<file path="config.mk">
export PLATFORM = sky130hd
export DESIGN_NAME = axi_crossbar_wch_scheduler_flat
export DESIGN_NICKNAME = d
export VERILOG_FILES = /design/src/rtl/axi_crossbar_pkg.sv /design/src/rtl/axi_crossbar_wch_scheduler_if.sv /design/src/rtl/axi_crossbar_order_fifo.sv /design/src/rtl/axi_crossbar_wch_scheduler.sv /design/src/flat_wrapper.sv
export SDC_FILE = /design/constraint.sdc
export NUM_CORES = 1
export LEC_CHECK = 0
export ABC_AREA = 1
export CORE_MARGIN = 3
export CORE_UTILIZATION = 54
export CTS_BUF_LIST = sky130_fd_sc_hd__clkbuf_2 sky130_fd_sc_hd__clkbuf_4 sky130_fd_sc_hd__clkbuf_8
export DETAILED_ROUTE_END_ITERATION = 10
export PLACE_DENSITY = 0.87
export SYNTH_ARGS = -nofsm -noshare
export SYNTH_HDL_FRONTEND = slang
export SYNTH_HIERARCHICAL = 1
export SYNTH_SLANG_ARGS = --single-unit
export TNS_END_PERCENT = 20
</file>
<file path="constraint.sdc">
create_clock -name aclk -period 2.2 [get_ports aclk]
set_clock_uncertainty 0.1 [all_clocks]
set_input_delay 0.66 -clock aclk [delete_from_list [all_inputs] [get_ports aclk]]
set_output_delay 0.66 -clock aclk [all_outputs]
set_load 0.03 [all_outputs]
</file>
<file path="src/rtl/axi_crossbar_pkg.sv">
// Shared crossbar definitions: W-scheduler state encoding and
// one-hot/index conversion helpers used by the slave switch.
package axi_crossbar_pkg;

    localparam int unsigned MST_MAX       = 32;
    localparam int unsigned MST_MAX_IDX_W = 5;

    typedef enum logic {
        SCH_IDLE,
        SCH_BURST
    } sch_state_t;

    // Index of the lowest set bit; 0 when the vector is all zero.
    function automatic logic [MST_MAX_IDX_W-1:0] onehot_to_idx(input logic [MST_MAX-1:0] vec);
        logic [MST_MAX_IDX_W-1:0] idx;
        logic                     found;
        idx   = '0;
        found = 1'b0;
        for (int unsigned i = 0; i < MST_MAX; i++) begin
            if (vec[i] && !found) begin
                idx   = MST_MAX_IDX_W'(i);
                found = 1'b1;
            end
        end
        return idx;
    endfunction

    function automatic logic [MST_MAX-1:0] idx_to_onehot(input logic [MST_MAX_IDX_W-1:0] idx);
        return MST_MAX'(1) << idx;
    endfunction

    function automatic logic is_onehot(input logic [MST_MAX-1:0] vec);
        return (vec != '0) && ((vec & (vec - MST_MAX'(1))) == '0);
    endfunction

endpackage

</file>
<file path="src/rtl/axi_crossbar_wch_scheduler_if.sv">
// Handshake/status bundle between the slave switch and its W-channel scheduler.
interface axi_crossbar_wch_scheduler_if #(
    parameter int unsigned MST_NB       = 3,
    parameter int unsigned FIFO_DEPTH_W = 2,
    parameter int unsigned BEAT_CNT_W   = 8
);
    logic [MST_NB-1:0]       i_aw_grant;
    logic                    i_aw_hs;
    logic                    i_w_hs;
    logic                    i_wlast;
    logic                    o_aw_allow;
    logic [MST_NB-1:0]       o_w_grant;
    logic                    o_w_active;
    logic [BEAT_CNT_W-1:0]   o_beat_cnt;
    logic [FIFO_DEPTH_W:0]   o_outstanding;
    logic                    o_err;

    modport slave (
        input  i_aw_grant, i_aw_hs, i_w_hs, i_wlast,
        output o_aw_allow, o_w_grant, o_w_active, o_beat_cnt, o_outstanding, o_err
    );

    modport master (
        output i_aw_grant, i_aw_hs, i_w_hs, i_wlast,
        input  o_aw_allow, o_w_grant, o_w_active, o_beat_cnt, o_outstanding, o_err
    );
endinterface

</file>
<file path="src/rtl/axi_crossbar_order_fifo.sv">
// Small synchronous FIFO recording transaction order; extra pointer MSB
// distinguishes full from empty.
module axi_crossbar_order_fifo #(
    parameter int unsigned DATA_W  = 2,
    parameter int unsigned DEPTH_W = 2
) (
    input  logic               clk,
    input  logic               rst_n,
    input  logic               clr,
    input  logic               push,
    input  logic               pop,
    input  logic [DATA_W-1:0]  din,
    output logic [DATA_W-1:0]  head,
    output logic               full,
    output logic               empty,
    output logic [DEPTH_W:0]   count
);

    logic [DATA_W-1:0] mem [0:(1<<DEPTH_W)-1];
    logic [DEPTH_W:0]  wr_ptr;
    logic [DEPTH_W:0]  rd_ptr;
    logic              do_push;
    logic              do_pop;

    assign do_push = push && !full;
    assign do_pop  = pop && !empty;

    // Pointer update; both wrap naturally at 2^(DEPTH_W+1).
    always_ff @(posedge clk or negedge rst_n) begin
        if (!rst_n) begin
            wr_ptr <= '0;
            rd_ptr <= '0;
        end else if (clr) begin
            wr_ptr <= '0;
            rd_ptr <= '0;
        end else begin
            if (do_push) wr_ptr <= wr_ptr + 1'b1;
            if (do_pop)  rd_ptr <= rd_ptr + 1'b1;
        end
    end

    // Entry storage; contents are don't-care until written.
    always_ff @(posedge clk) begin
        if (do_push) mem[wr_ptr[DEPTH_W-1:0]] <= din;
    end

    assign head  = mem[rd_ptr[DEPTH_W-1:0]];
    assign empty = (wr_ptr == rd_ptr);
    assign full  = (wr_ptr[DEPTH_W] != rd_ptr[DEPTH_W]) &&
                   (wr_ptr[DEPTH_W-1:0] == rd_ptr[DEPTH_W-1:0]);
    assign count = wr_ptr - rd_ptr;

endmodule

</file>
<file path="src/rtl/axi_crossbar_wch_scheduler.sv">
// Per-slave W-channel sequencer: queues AW winners in order and locks the
// W grant onto the head master until its WLAST beat.
module axi_crossbar_wch_scheduler
    import axi_crossbar_pkg::*;
#(
    parameter int unsigned MST_NB       = 3,
    parameter int unsigned MST_IDX_W    = 2,
    parameter int unsigned FIFO_DEPTH_W = 2,
    parameter int unsigned BEAT_CNT_W   = 8
) (
    input  logic                          aclk,
    input  logic                          aresetn,
    input  logic                          srst,
    axi_crossbar_wch_scheduler_if.slave   bus
);

    sch_state_t             state;
    sch_state_t             state_next;
    logic                   push;
    logic                   pop;
    logic [MST_IDX_W-1:0]   aw_idx;
    logic                   aw_onehot;
    logic [MST_IDX_W-1:0]   head_idx;
    logic                   full;
    logic                   empty;
    logic [FIFO_DEPTH_W:0]  count;
    logic [BEAT_CNT_W-1:0]  beat_cnt;
    logic                   err;
    logic [MST_NB-1:0]      grant;

    assign aw_idx    = MST_IDX_W'(onehot_to_idx(MST_MAX'(bus.i_aw_grant)));
    assign aw_onehot = is_onehot(MST_MAX'(bus.i_aw_grant));
    // Allow depends on registered fullness only, so a pop never frees a slot
    // for an AW in the same cycle.
    assign push      = bus.i_aw_hs && !full;
    assign pop       = (state == SCH_BURST) && bus.i_w_hs && bus.i_wlast;

    axi_crossbar_order_fifo #(
        .DATA_W  (MST_IDX_W),
        .DEPTH_W (FIFO_DEPTH_W)
    ) u_order_fifo (
        .clk   (aclk),
        .rst_n (aresetn),
        .clr   (srst),
        .push  (push),
        .pop   (pop),
        .din   (aw_idx),
        .head  (head_idx),
        .full  (full),
        .empty (empty),
        .count (count)
    );

    // Scheduler state register.
    always_ff @(posedge aclk or negedge aresetn) begin
        if (!aresetn)  state <= SCH_IDLE;
        else if (srst) state <= SCH_IDLE;
        else           state <= state_next;
    end

    // Next state: leave BURST only when the last queued burst pops without a refill.
    always_comb begin
        state_next = state;
        case (state)
            SCH_IDLE:  if (push) state_next = SCH_BURST;
            SCH_BURST: if (pop && !push && (count == (FIFO_DEPTH_W+1)'(1))) state_next = SCH_IDLE;
            default:   state_next = SCH_IDLE;
        endcase
    end

    // Beat counter for the head burst, saturating, cleared on WLAST.
    always_ff @(posedge aclk or negedge aresetn) begin
        if (!aresetn) begin
            beat_cnt <= '0;
        end else if (srst) begin
            beat_cnt <= '0;
        end else if ((state == SCH_BURST) && bus.i_w_hs) begin
            if (bus.i_wlast)         beat_cnt <= '0;
            else if (beat_cnt != '1) beat_cnt <= beat_cnt + 1'b1;
        end
    end

    // Sticky protocol error: AW while full, malformed AW grant, W beat while idle.
    always_ff @(posedge aclk or negedge aresetn) begin
        if (!aresetn) begin
            err <= 1'b0;
        end else if (srst) begin
            err <= 1'b0;
        end else if ((bus.i_aw_hs && full) || (push && !aw_onehot) ||
                     (bus.i_w_hs && (state == SCH_IDLE))) begin
            err <= 1'b1;
        end
    end

    assign grant             = empty ? '0 : MST_NB'(idx_to_onehot(MST_MAX_IDX_W'(head_idx)));
    assign bus.o_w_grant     = grant;
    assign bus.o_w_active    = |grant;
    assign bus.o_aw_allow    = !full;
    assign bus.o_beat_cnt    = beat_cnt;
    assign bus.o_outstanding = count;
    assign bus.o_err         = err;

endmodule
</file>
<file path="src/flat_wrapper.sv">
// flat-port wrapper written by rule: the top's interface ports become plain ports
module axi_crossbar_wch_scheduler_flat import axi_crossbar_pkg::*;
#(
    parameter int unsigned MST_NB       = 3,
    parameter int unsigned MST_IDX_W    = 2,
    parameter int unsigned FIFO_DEPTH_W = 2,
    parameter int unsigned BEAT_CNT_W   = 8
)
  (aclk, aresetn, srst, bus_i_aw_grant, bus_i_aw_hs, bus_i_w_hs, bus_i_wlast, bus_o_aw_allow, bus_o_w_grant, bus_o_w_active, bus_o_beat_cnt, bus_o_outstanding, bus_o_err);
  axi_crossbar_wch_scheduler_if #(.MST_NB(MST_NB), .FIFO_DEPTH_W(FIFO_DEPTH_W), .BEAT_CNT_W(BEAT_CNT_W)) bus_i ();
  input  logic aclk;
  input  logic aresetn;
  input  logic srst;
  input wire logic [$bits(bus_i.i_aw_grant)-1:0] bus_i_aw_grant;
  input wire logic [$bits(bus_i.i_aw_hs)-1:0] bus_i_aw_hs;
  input wire logic [$bits(bus_i.i_w_hs)-1:0] bus_i_w_hs;
  input wire logic [$bits(bus_i.i_wlast)-1:0] bus_i_wlast;
  output wire logic [$bits(bus_i.o_aw_allow)-1:0] bus_o_aw_allow;
  output wire logic [$bits(bus_i.o_w_grant)-1:0] bus_o_w_grant;
  output wire logic [$bits(bus_i.o_w_active)-1:0] bus_o_w_active;
  output wire logic [$bits(bus_i.o_beat_cnt)-1:0] bus_o_beat_cnt;
  output wire logic [$bits(bus_i.o_outstanding)-1:0] bus_o_outstanding;
  output wire logic [$bits(bus_i.o_err)-1:0] bus_o_err;
  assign bus_i.i_aw_grant = bus_i_aw_grant;
  assign bus_i.i_aw_hs = bus_i_aw_hs;
  assign bus_i.i_w_hs = bus_i_w_hs;
  assign bus_i.i_wlast = bus_i_wlast;
  assign bus_o_aw_allow = bus_i.o_aw_allow;
  assign bus_o_w_grant = bus_i.o_w_grant;
  assign bus_o_w_active = bus_i.o_w_active;
  assign bus_o_beat_cnt = bus_i.o_beat_cnt;
  assign bus_o_outstanding = bus_i.o_outstanding;
  assign bus_o_err = bus_i.o_err;
  axi_crossbar_wch_scheduler #(.MST_NB(MST_NB), .MST_IDX_W(MST_IDX_W), .FIFO_DEPTH_W(FIFO_DEPTH_W), .BEAT_CNT_W(BEAT_CNT_W)) u_core (.aclk(aclk), .aresetn(aresetn), .srst(srst), .bus(bus_i));
endmodule
</file>
==> results.yml, run 1 <==
grt:
  grt_pass1_vias: 1518
  antenna_found_initial: 0
  grt_pass1_wl_um: 6730
  grt_max_degree: 17
  grt_usage_pct: 26.1
  overflow: 0
die:
  die_h_um: 58.9
  die_w_um: 58.9
  start_util_pct: 58.9
  ioPinCount: 26
  fp.dieArea_um2: 3470
  rows: 18
  core_um2: 2570
placed_design:
  dp.cells: 255
  port_buffers: 25
  dp_hpwl_um: 2910
  gp_congestion: 0.834
cells_and_area:
  fin_cells: 264
  area_growth_syn_to_layout_pct: 32.9
  drive_above_1_share_pct: 28.2
  mostFrequentLayoutCells: "nand2_1 (37), inv_1 (26), nor2_1 (22), buf_4 (19)"
  nFillCells: 176
  fin_nets: 253
  mostFrequentLayoutCell: "nand2_1"
  n_antenna_cell: 0
status:
  failed_checks: "setup timing"
  status: "finished with violations"
sta:
  finalSetupTns_ns: -1.66
  setup_ws_ns: -0.265
  hold_violations: 0
  grt_setup_unrepaired: "true"
  period_share_pct: 112
  slew_violations: 0
  min_period_ns: 2.47
  fmax_mhz: 406
  relSlewSlack_pct: 72.7
  finalSetupViolations: 7
  worst_pin_slew_ns: 0.409
routing:
  finalWirelength_um: 4260
  ant_nets: 0
  routedWlPerCell_um: 16.1
  drtPass1Iterations: 4
  route.detailed.drc: 0
  drtIter0Drc: 67
  num_vias: 1497
  vias_per_cell: 5.67
critical_path:
  crit_path_end_kind: "primary output"
  crit_chain: "buf_6 > o21ai_2 > o22ai_2 > buf_4 > a21oi_2 > buf_6"
  r2r_start: "u_core/u_order_fifo/wr_ptr[1]$_DFFE_PN0P_"
  crit_arrival_ns: 1.71
  crit_required_ns: 1.44
  slowest_delay_ns: 0.49
  critical_path_class: "flop to primary output"
  cp-startpoint: "u_core/u_order_fifo/rd_ptr[0]$_DFFE_PN0P_"
  reg2reg_slack_ns: 0.15
  cpMostUsedCell: "buf_6"
  crit_fanout: 4
  cp-endpoint: "bus_o_w_active"
  startpoint_type: "flop"
  cpMaxStageDelayCell: "dfrtp_2"
  crit_cells: 6
  r2r_cells: 10
  crit_buf_inv: 3
  cp_top_family: "flip-flops"
  r2r_end: "u_core/u_order_fifo/mem[3][0]$_DFFE_PP_"
yosys:
  synth_area_leaders: "dfrtp_1 (26%), edfxtp_1 (16%), nand2_1 (9.4%), inv_1 (8.4%), ha_1 (6.6%)"
  yosys.cell_types.count: 26
  syn-instance-count: 190
  synth_area_um2: 1510
  yosysSeqAreaShare_pct: 42.3
  syn_area_per_cell_um2: 7.96
  synth_top_cell_area_share_pct: 26.5
  synth.net_count: 208
  ys_seq_elements: 24
  yosys.area.top_type: "dfrtp_1"
  yosysWarnings: 6
pwr:
  powerDensity_nw_per_um2: 499
  finalPower_mw: 1.00
  vdd_drop_max_mv: 0.394
  p_leak_nw: 0.981
clocking:
  cts_tree: "done"
  path_clk_slew_ns: 0.13
  ctsHtreeMaxLevel: 1
  clock-sinks: 24
  clockBufferDepth: 2
  cts_buffers: 3
  clockRootBuffer: "clkbuf_4"
  clk_latency_ns: 0.32
worst_hold_path:
  hp-class: "flop to flop"
run:
  drv_cap: 0
==> metal layers <==
metal	GRT usage [%]	vias to the layer above	part of all wire (%)
li1	-	696	-
met3	3.07	24	6.3
met4	19.1	0	5.2
met2	44.0	71	50
met5	0	-	0
met1	30.3	706	38
==> cells by family (layout without fill, tap and decap cells) <==
logic type               Yosys count  in the layout  synth area share, %
AO/OA/AOI/OAI                     20             20                 7.53
XOR/XNOR                           2              2                 1.16
adder cells (fa/ha/maj)            9              9                 7.94
flip-flops                        24             24                 42.3
buffers and inverters             36             80                 9.68
AND/OR/NAND/NOR                   99             99                 31.3
==> worst min-delay path by stage <==
stage                                               from                                    to  cells past startpoint
finish              u_core/bus.o_beat_cnt[4]$_DFFE_PN0P_  u_core/bus.o_beat_cnt[4]$_DFFE_PN0P_                      2
global route        u_core/bus.o_beat_cnt[2]$_DFFE_PN0P_  u_core/bus.o_beat_cnt[2]$_DFFE_PN0P_                      2
CTS                               u_core/state$_DFF_PN0_                u_core/state$_DFF_PN0_                      2
detailed placement  u_core/bus.o_beat_cnt[4]$_DFFE_PN0P_  u_core/bus.o_beat_cnt[4]$_DFFE_PN0P_                      2
global placement    u_core/bus.o_beat_cnt[1]$_DFFE_PN0P_  u_core/bus.o_beat_cnt[1]$_DFFE_PN0P_                      2
floorplan                                        aresetn  u_core/bus.o_beat_cnt[0]$_DFFE_PN0P_                      0
==> cells in the mapped netlist <==
master and instances:
nand3_2 1, nand2_1 38, nand4_1 8, buf_6 1, dfrtp_1 16, a21oi_1 7, o21ai_0 8, fa_1 1
nand3_4 1, nor2_4 2, nor3b_1 1, o22ai_1 2, nand2_4 1, or2_2 1, edfxtp_1 8, xnor2_1 1
nor2_2 2, xor2_1 1, nand2_2 3, inv_1 34, nand3_1 15, a21oi_2 3, nor3_1 2, clkbuf_4 1
nor2_1 24, ha_1 8
==> area by class of cell <==
cell class,instances,area [um2],area share [%]
multi-input cells,130,793,39.5
flip-flops and latches,24,642,31.9
repair buffers,42,374,18.6
inverters,34,128,6.35
well taps,30,37.5,1.87
clock buffers,4,36.3,1.80
==> sequential cells by signal, indices dropped and copies added (netlist names) <==
name and flops:
u_core/bus.o_err 1, u_core/u_order_fifo/rd_ptr 3, u_core/u_order_fifo/wr_ptr 3, u_core/state 1
u_core/u_order_fifo/mem 8, u_core/bus.o_beat_cnt 8
==> power breakdown <==
group | internal [mW] | switching [mW] | total [mW]
Sequential | 0.479 | 0.0137 | 0.493
Clock | 0.101 | 0.140 | 0.241
Combinational | 0.106 | 0.163 | 0.269
Total | 0.687 | 0.317 | 1.00
==> timing repair <==
| item | in CTS | in global routing |
|---|---|---|
| hold buffers | 0 | 0 |
| setup endpoints to repair | 14 | 8 |
| buffers inserted | 4 | 1 |
| pin swaps | 10 | 3 |
| resized for setup | 30 | 7 |
| endpoints found under the hold margin | 0 | 0 |
==> worst reg2reg max path, delay by kind of cell, from the launching register on <==
kind          cells  cell delay [ns]
simple gates      5             0.57
flops             1             0.43
buf+inv           4             0.33
fa+ha+maj         1             0.32
==> per-stage QoR <==
stage | util, % | hold WS [ns] | area, um2 | setup WS (ns)
after floorplan | - | 0.264 | 1530 | -0.104
after global placement | 73.0 | 0.428 | 1870 | 0.0576
after detailed placement | 73.0 | 0.459 | 1870 | -0.0353
after CTS | 77.4 | 0.483 | 1990 | -0.243
after global routing | 78.3 | 0.525 | 2010 | -0.333
final | 78.3 | 0.482 | 2010 | -0.265
Note: power is estimated with default switching activity, not from simulation.
==> run 2, diff against run 1 <==
--- a/config.mk
+++ b/config.mk
@@ -6,11 +6,13 @@
 export NUM_CORES = 1
 export LEC_CHECK = 0
 export ABC_AREA = 1
+export CELL_PAD_IN_SITES_DETAIL_PLACEMENT = 0
+export CELL_PAD_IN_SITES_GLOBAL_PLACEMENT = 1
 export CORE_MARGIN = 3
-export CORE_UTILIZATION = 54
+export CORE_UTILIZATION = 40
 export CTS_BUF_LIST = sky130_fd_sc_hd__clkbuf_2 sky130_fd_sc_hd__clkbuf_4 sky130_fd_sc_hd__clkbuf_8
 export DETAILED_ROUTE_END_ITERATION = 10
-export PLACE_DENSITY = 0.87
+export PLACE_DENSITY = 0.88
 export SYNTH_ARGS = -nofsm -noshare
 export SYNTH_HDL_FRONTEND = slang
 export SYNTH_HIERARCHICAL = 1
==> constraint.sdc (replaced) <==
create_clock -name aclk -period 2.2 [get_ports aclk]
set_clock_uncertainty 0.1 [all_clocks]
set_input_delay 0.55 -clock aclk [delete_from_list [all_inputs] [get_ports aclk]]
set_output_delay 0.55 -clock aclk [all_outputs]
set_load 0.03 [all_outputs]
==> run 2 against run 1 <==
Net effect: the flow still finishes with violations (setup timing); die area rose by 31%; highest routed layer is now met3; worst setup slack improved by 0.22 ns; register-to-register slack improved by 0.17 ns; sequential power barely moved; non-clock buffer count rose by 2; count of clock-buffer cells in the layout did not move; routed wire length fell by 24%; critical endpoint is now bus_o_outstanding[2]; first-iteration DRC count rose by 7.5%.
==> results.yml, run 2 (synthesized netlist as in run 1, its figures left out) <==
routing:
  wl_met1_um: 1580
  drtPass1Iterations: 4
  ant_nets: 0
  routedWlPerCell_um: 11.4
  topRoutingLayerUsed: "met3"
  num_vias: 1334
  drtIter0Drc: 72
  vias_per_cell: 4.73
  route.detailed.drc: 0
  route.met2.wl_um: 1530
  wl_met3_um: 111
  finalWirelength_um: 3220
grt:
  grt_usage_pct: 14.5
  grt_pass1_wl_um: 5040
  grt_max_degree: 17
  antenna_found_initial: 0
  grt_pass1_vias: 1120
  overflow: 0
cells_and_area:
  drive_above_1_share_pct: 26.3
  n_antenna_cell: 0
  mostFrequentLayoutCells: "nand2_1 (37), inv_1 (27), buf_4 (24), nor2_1 (24), clkdlybuf4s50_1 (17)"
  area_growth_syn_to_layout_pct: 35.4
  mostFrequentLayoutCell: "nand2_1"
  fin_nets: 255
  fin_area_um2: 2050
critical_path:
  cpMaxStageDelayCell: "dfrtp_1"
  crit_buf_inv: 3
  crit_fanout: 2
  crit_path_end_kind: "primary output"
  crit_required_ns: 1.55
  cpMostUsedCell: "inv_2"
  crit_chain: "inv_2 > ha_4 > inv_2 > fa_2 > xor2_2 > buf_6"
  slowest_delay_ns: 0.41
  cp_top_family: "adder cells"
  critical_path_class: "flop to primary output"
  startpoint_type: "flop"
  crit_arrival_ns: 1.60
run:
  drv_cap: 0
die:
  core_um2: 3490
  die_w_um: 67.5
  fp.dieArea_um2: 4560
  ioPinCount: 26
  rows: 21
  die_h_um: 67.5
  start_util_pct: 43.3
clocking:
  holdBufCountCts: 0
  clock-sinks: 24
  ctsHtreeMaxLevel: 1
  clockRootBuffer: "clkbuf_8"
  path_clk_slew_ns: 0.08
  clk_latency_ns: 0.27
  clockBufferDepth: 2
  cts_buffers: 3
  cts_tree: "done"
sta:
  period_share_pct: 102
  fmax_mhz: 445
  min_period_ns: 2.25
  setup_ws_ns: -0.0463
  finalSetupViolations: 2
  relSlewSlack_pct: 74.2
  slew_violations: 0
  worst_pin_slew_ns: 0.386
  grt_setup_unrepaired: "true"
  holdWs_ns: 0.456
  hold_violations: 0
placed_design:
  place_area_um2: 1880
  gp_congestion: 0.818
  dp_hpwl_um: 2410
  port_buffers: 25
pwr:
  vdd_drop_max_mv: 0.201
  powerDensity_nw_per_um2: 496
  p_leak_nw: 0.944
status:
  status: "finished with violations"
  failed_checks: "setup timing"
worst_hold_path:
  hp-class: "flop to flop"
==> run 2: cell types whose count changed in the layout (fill, tap and decap cells not counted), sizes merged <==
cell / change
buf: +2
dlygate4sd2: -7
clkdlybuf4s50: +8
dlymetal6s2s: -1
==> run 2: metrics by stage <==
| step | setup WS [ns] | utilization [%] | total power, mW | TNS [ns] | instances |
|---|---|---|---|---|---|
| after floorplan | -0.220 | - | 0.627 | -0.487 | 190 |
| after global placement | 0.137 | 53.8 | 0.720 | 0 | 272 |
| after detailed placement | 0.0798 | 53.8 | 0.721 | 0 | 272 |
| after CTS | -0.0681 | 56.5 | 1.01 | -0.203 | 279 |
| after global routing | -0.106 | 58.6 | 1.07 | -0.457 | 282 |
| final | -0.0463 | 58.6 | 1.02 | -0.0862 | 282 |
==> run 2: worst paths after layout <==
check,start,end,slack [ns],cells past startpoint
worst min-delay path,u_core/bus.o_beat_cnt[1]$_DFFE_PN0P_,u_core/bus.o_beat_cnt[1]$_DFFE_PN0P_,0.46,2
worst max register to register,u_core/u_order_fifo/wr_ptr[1]$_DFFE_PN0P_,u_core/u_order_fifo/mem[2][0]$_DFFE_PP_,0.32,10
min in group asynchronous,aresetn,u_core/bus.o_beat_cnt[2]$_DFFE_PN0P_,0.50,2
max in group asynchronous,aresetn,u_core/bus.o_beat_cnt[7]$_DFFE_PN0P_,1.31,2
worst max-delay path,u_core/u_order_fifo/wr_ptr[0]$_DFFE_PN0P_,bus_o_outstanding[2],-0.05,6
worst min register to register,u_core/bus.o_beat_cnt[1]$_DFFE_PN0P_,u_core/bus.o_beat_cnt[1]$_DFFE_PN0P_,0.46,2
==> run 2: area by class of cell <==
cell class / count / area, um2
Clock buffer: 4 / 48.8
Tap cell: 46 / 57.6
Multi-Input combinational cell: 130 / 790
Timing Repair Buffer: 44 / 384
Sequential cell: 24 / 641
Fill cell: 326 / 1450
Inverter: 34 / 128
==> run 2: where the power goes <==
group          total, mW  internal [mW]  switching (mW)
Sequential         0.490          0.479          0.0119
Clock              0.278          0.142           0.136
Combinational      0.247          0.103           0.144
Total               1.02          0.723           0.292
==> run 2: per-layer routing <==
metal | vias to the layer above | track usage, %
met5 | - | 0
met4 | 0 | 4.56
met3 | 0 | 2.00
met2 | 31 | 20.5
met1 | 604 | 22.5
li1 | 699 | -
==> run 2: tightest hold or removal path, cell delays in order, from the launching register on <==
cell and delay, ns:
dfrtp_1 0.40, nand2_1 0.06, o21ai_0 0.06
==> run 2: what timing repair did <==
item	CTS	global route
gates cloned	0	0
endpoints found under the hold margin	0	0
setup endpoints to repair	7	7
pin swaps	1	3
buffers inserted	3	3
resized for setup	10	14
==> run 3, diff against run 2 <==
--- a/config.mk
+++ b/config.mk
@@ -13,6 +13,7 @@
 export CTS_BUF_LIST = sky130_fd_sc_hd__clkbuf_2 sky130_fd_sc_hd__clkbuf_4 sky130_fd_sc_hd__clkbuf_8
 export DETAILED_ROUTE_END_ITERATION = 10
 export PLACE_DENSITY = 0.88
+export SETUP_SLACK_MARGIN = 0.5
 export SYNTH_ARGS = -nofsm -noshare
 export SYNTH_HDL_FRONTEND = slang
 export SYNTH_HIERARCHICAL = 1
==> run 3 against run 2 <==
Net effect: hold slack gained 0.0099 ns; first-iteration DRC count decreased by 2.8%; register-to-register slack about the same; the flow still finishes with violations (setup timing); via count increased by 6.6%; global-route usage rose by 3.2 points.
==> results.yml, run 3 (synthesized netlist as in run 1, its figures left out) <==
die:
  start_util_pct: 43.3
  rows: 21
  die_w_um: 67.5
  die_h_um: 67.5
  core_um2: 3490
  fp.dieArea_um2: 4560
  ioPinCount: 26
sta:
  finalSetupTns_ns: -0.281
  worst_pin_slew_ns: 0.388
  fmax_mhz: 438
  finalSetupViolations: 6
  setup_ws_ns: -0.0832
  min_period_ns: 2.28
  relSlewSlack_pct: 74.1
  period_share_pct: 104
  slew_violations: 0
  grt_setup_unrepaired: "true"
  hold_violations: 0
status:
  failed_checks: "setup timing"
  status: "finished with violations"
cells_and_area:
  n_antenna_cell: 0
  area_growth_syn_to_layout_pct: 43.7
  drive_above_1_share_pct: 37.6
  nFillCells: 298
  regArea_um2: 644
  mostFrequentLayoutCells: "nand2_1 (37), inv_1 (24), buf_4 (20), nor2_1 (16), nand3_1 (14)"
  mostFrequentLayoutCell: "nand2_1"
  fin_cells: 283
  multiInputGateArea_um2: 903
  fin_nets: 256
pwr:
  finalPower_mw: 1.08
  seq_power_share_pct: 45.7
  combPwrFrac_pct: 27.4
  clock_power_share_pct: 26.9
  vdd_drop_max_mv: 0.295
  powerDensity_nw_per_um2: 497
  p_leak_nw: 0.987
  p_sw_mw: 0.336
  swShare_pct: 31.2
  p_int_mw: 0.743
critical_path:
  reg2reg_slack_ns: 0.33
  startpoint_type: "flop"
  crit_fanout: 7
  crit_arrival_ns: 1.63
  r2r_end: "u_core/u_order_fifo/mem[0][0]$_DFFE_PP_"
  cp-endpoint: "bus_o_outstanding[2]"
  crit_path_end_kind: "primary output"
  critical_path_class: "flop to primary output"
  r2r_start: "u_core/u_order_fifo/rd_ptr[0]$_DFFE_PN0P_"
  crit_required_ns: 1.55
  cp-startpoint: "u_core/u_order_fifo/rd_ptr[0]$_DFFE_PN0P_"
  r2r_cells: 10
clocking:
  cts_buffers: 3
  clockRootBuffer: "clkbuf_8"
  ctsHtreeMaxLevel: 1
  cts_tree: "done"
  path_clk_slew_ns: 0.09
  clk_latency_ns: 0.27
  holdBufCountCts: 0
  clockBufferDepth: 2
  clock-sinks: 24
grt:
  grt_pass1_vias: 1277
  antenna_found_initial: 0
  overflow: 0
  grt_usage_pct: 17.7
  grt_max_degree: 17
  grt_pass1_wl_um: 5820
routing:
  drtIter0Drc: 70
  num_vias: 1422
  drtPass1Iterations: 4
  routedWlPerCell_um: 13.0
  ant_nets: 0
  vias_per_cell: 5.02
  route.detailed.drc: 0
  finalWirelength_um: 3680
placed_design:
  gp_congestion: 0.820
  port_buffers: 25
  pre_cts_slack_ns: 0.0771
  dp_hpwl_um: 2560
  dp.cells: 266
worst_hold_path:
  hp-class: "flop to flop"
run:
  drv_cap: 0
[run 3: changes by cell type in the layout (fill, tap and decap cells not counted), sizes merged]
cell           previous run  this run
clkdlybuf4s50            17         6
clkbuf                    4         5
dlygate4sd2               0         1
buf                      27        33
dlymetal6s2s              0         1
clkdlybuf4s15             0         3
[run 3: cell type report]
cell class / count / share of cell area [%]
multi-input combinational: 130 / 41.6
timing repair buffer: 45 / 17.7
sequential: 24 / 29.6
clock buffer: 4 / 2.25
inverter: 34 / 6.22
tap: 46 / 2.65
[run 3: stage by stage]
stage          utilization, %  instance area, um2  hold WS (ns)
2_1_floorplan               -                1600         0.154
3_3_place_gp             55.0                1920         0.425
3_5_place_dp             55.0                1920         0.443
4_1_cts                  60.8                2130         0.463
5_1_grt                  62.2                2170         0.497
6_report                 62.2                2170         0.466
[run 3: timing repair]
| action | 4_1_cts | 5_1_grt |
|---|---|---|
| hold endpoints to repair | 0 | 0 |
| setup buffers | 9 | 4 |
| pin swaps | 11 | 7 |
| endpoints found under the setup margin | 32 | 30 |
| gates resized for setup | 63 | 23 |
[run 3: how the worst min path moves through the flow]
| stage | startpoint | slack, ns | cells past startpoint | endpoint |
|---|---|---|---|---|
| 2_1_floorplan | aresetn | 0.15 | 0 | u_core/bus.o_beat_cnt[0]$_DFFE_PN0P_ |
| 3_3_place_gp | u_core/bus.o_beat_cnt[1]$_DFFE_PN0P_ | 0.43 | 2 | u_core/bus.o_beat_cnt[1]$_DFFE_PN0P_ |
| 3_5_place_dp | u_core/bus.o_beat_cnt[1]$_DFFE_PN0P_ | 0.44 | 2 | u_core/bus.o_beat_cnt[1]$_DFFE_PN0P_ |
| 4_1_cts | u_core/bus.o_err$_DFFE_PN0P_ | 0.46 | 2 | u_core/bus.o_err$_DFFE_PN0P_ |
| 5_1_grt | aresetn | 0.50 | 2 | u_core/state$_DFF_PN0_ |
| 6_report | u_core/bus.o_beat_cnt[1]$_DFFE_PN0P_ | 0.47 | 2 | u_core/bus.o_beat_cnt[1]$_DFFE_PN0P_ |
[run 3: critical path: stages (launching register included)]
cell and delay [ns]:
dfrtp_2 0.48, ha_4 0.16, inv_2 0.03, fa_2 0.37, xor2_4 0.17, buf_6 0.15
[run 3: metal layers]
metal	global-route usage (%)	up-vias	share of wire (%)	wire (um)
li1	-	705	-	-
met1	23.0	679	45	1640
met2	27.9	32	49	1810
met3	2.16	6	3.6	131
met4	10.6	0	2.5	91
met5	0	-	0	0
[run 3: power by group through the flow]
stage,combinational [mW],clock (mW),sequential [mW]
3_3_place_gp,0.233,0,0.500
6_report,0.296,0.290,0.493
5_1_grt,0.321,0.317,0.496
2_1_floorplan,0.145,0,0.508
3_5_place_dp,0.239,0,0.501
4_1_cts,0.278,0.302,0.492
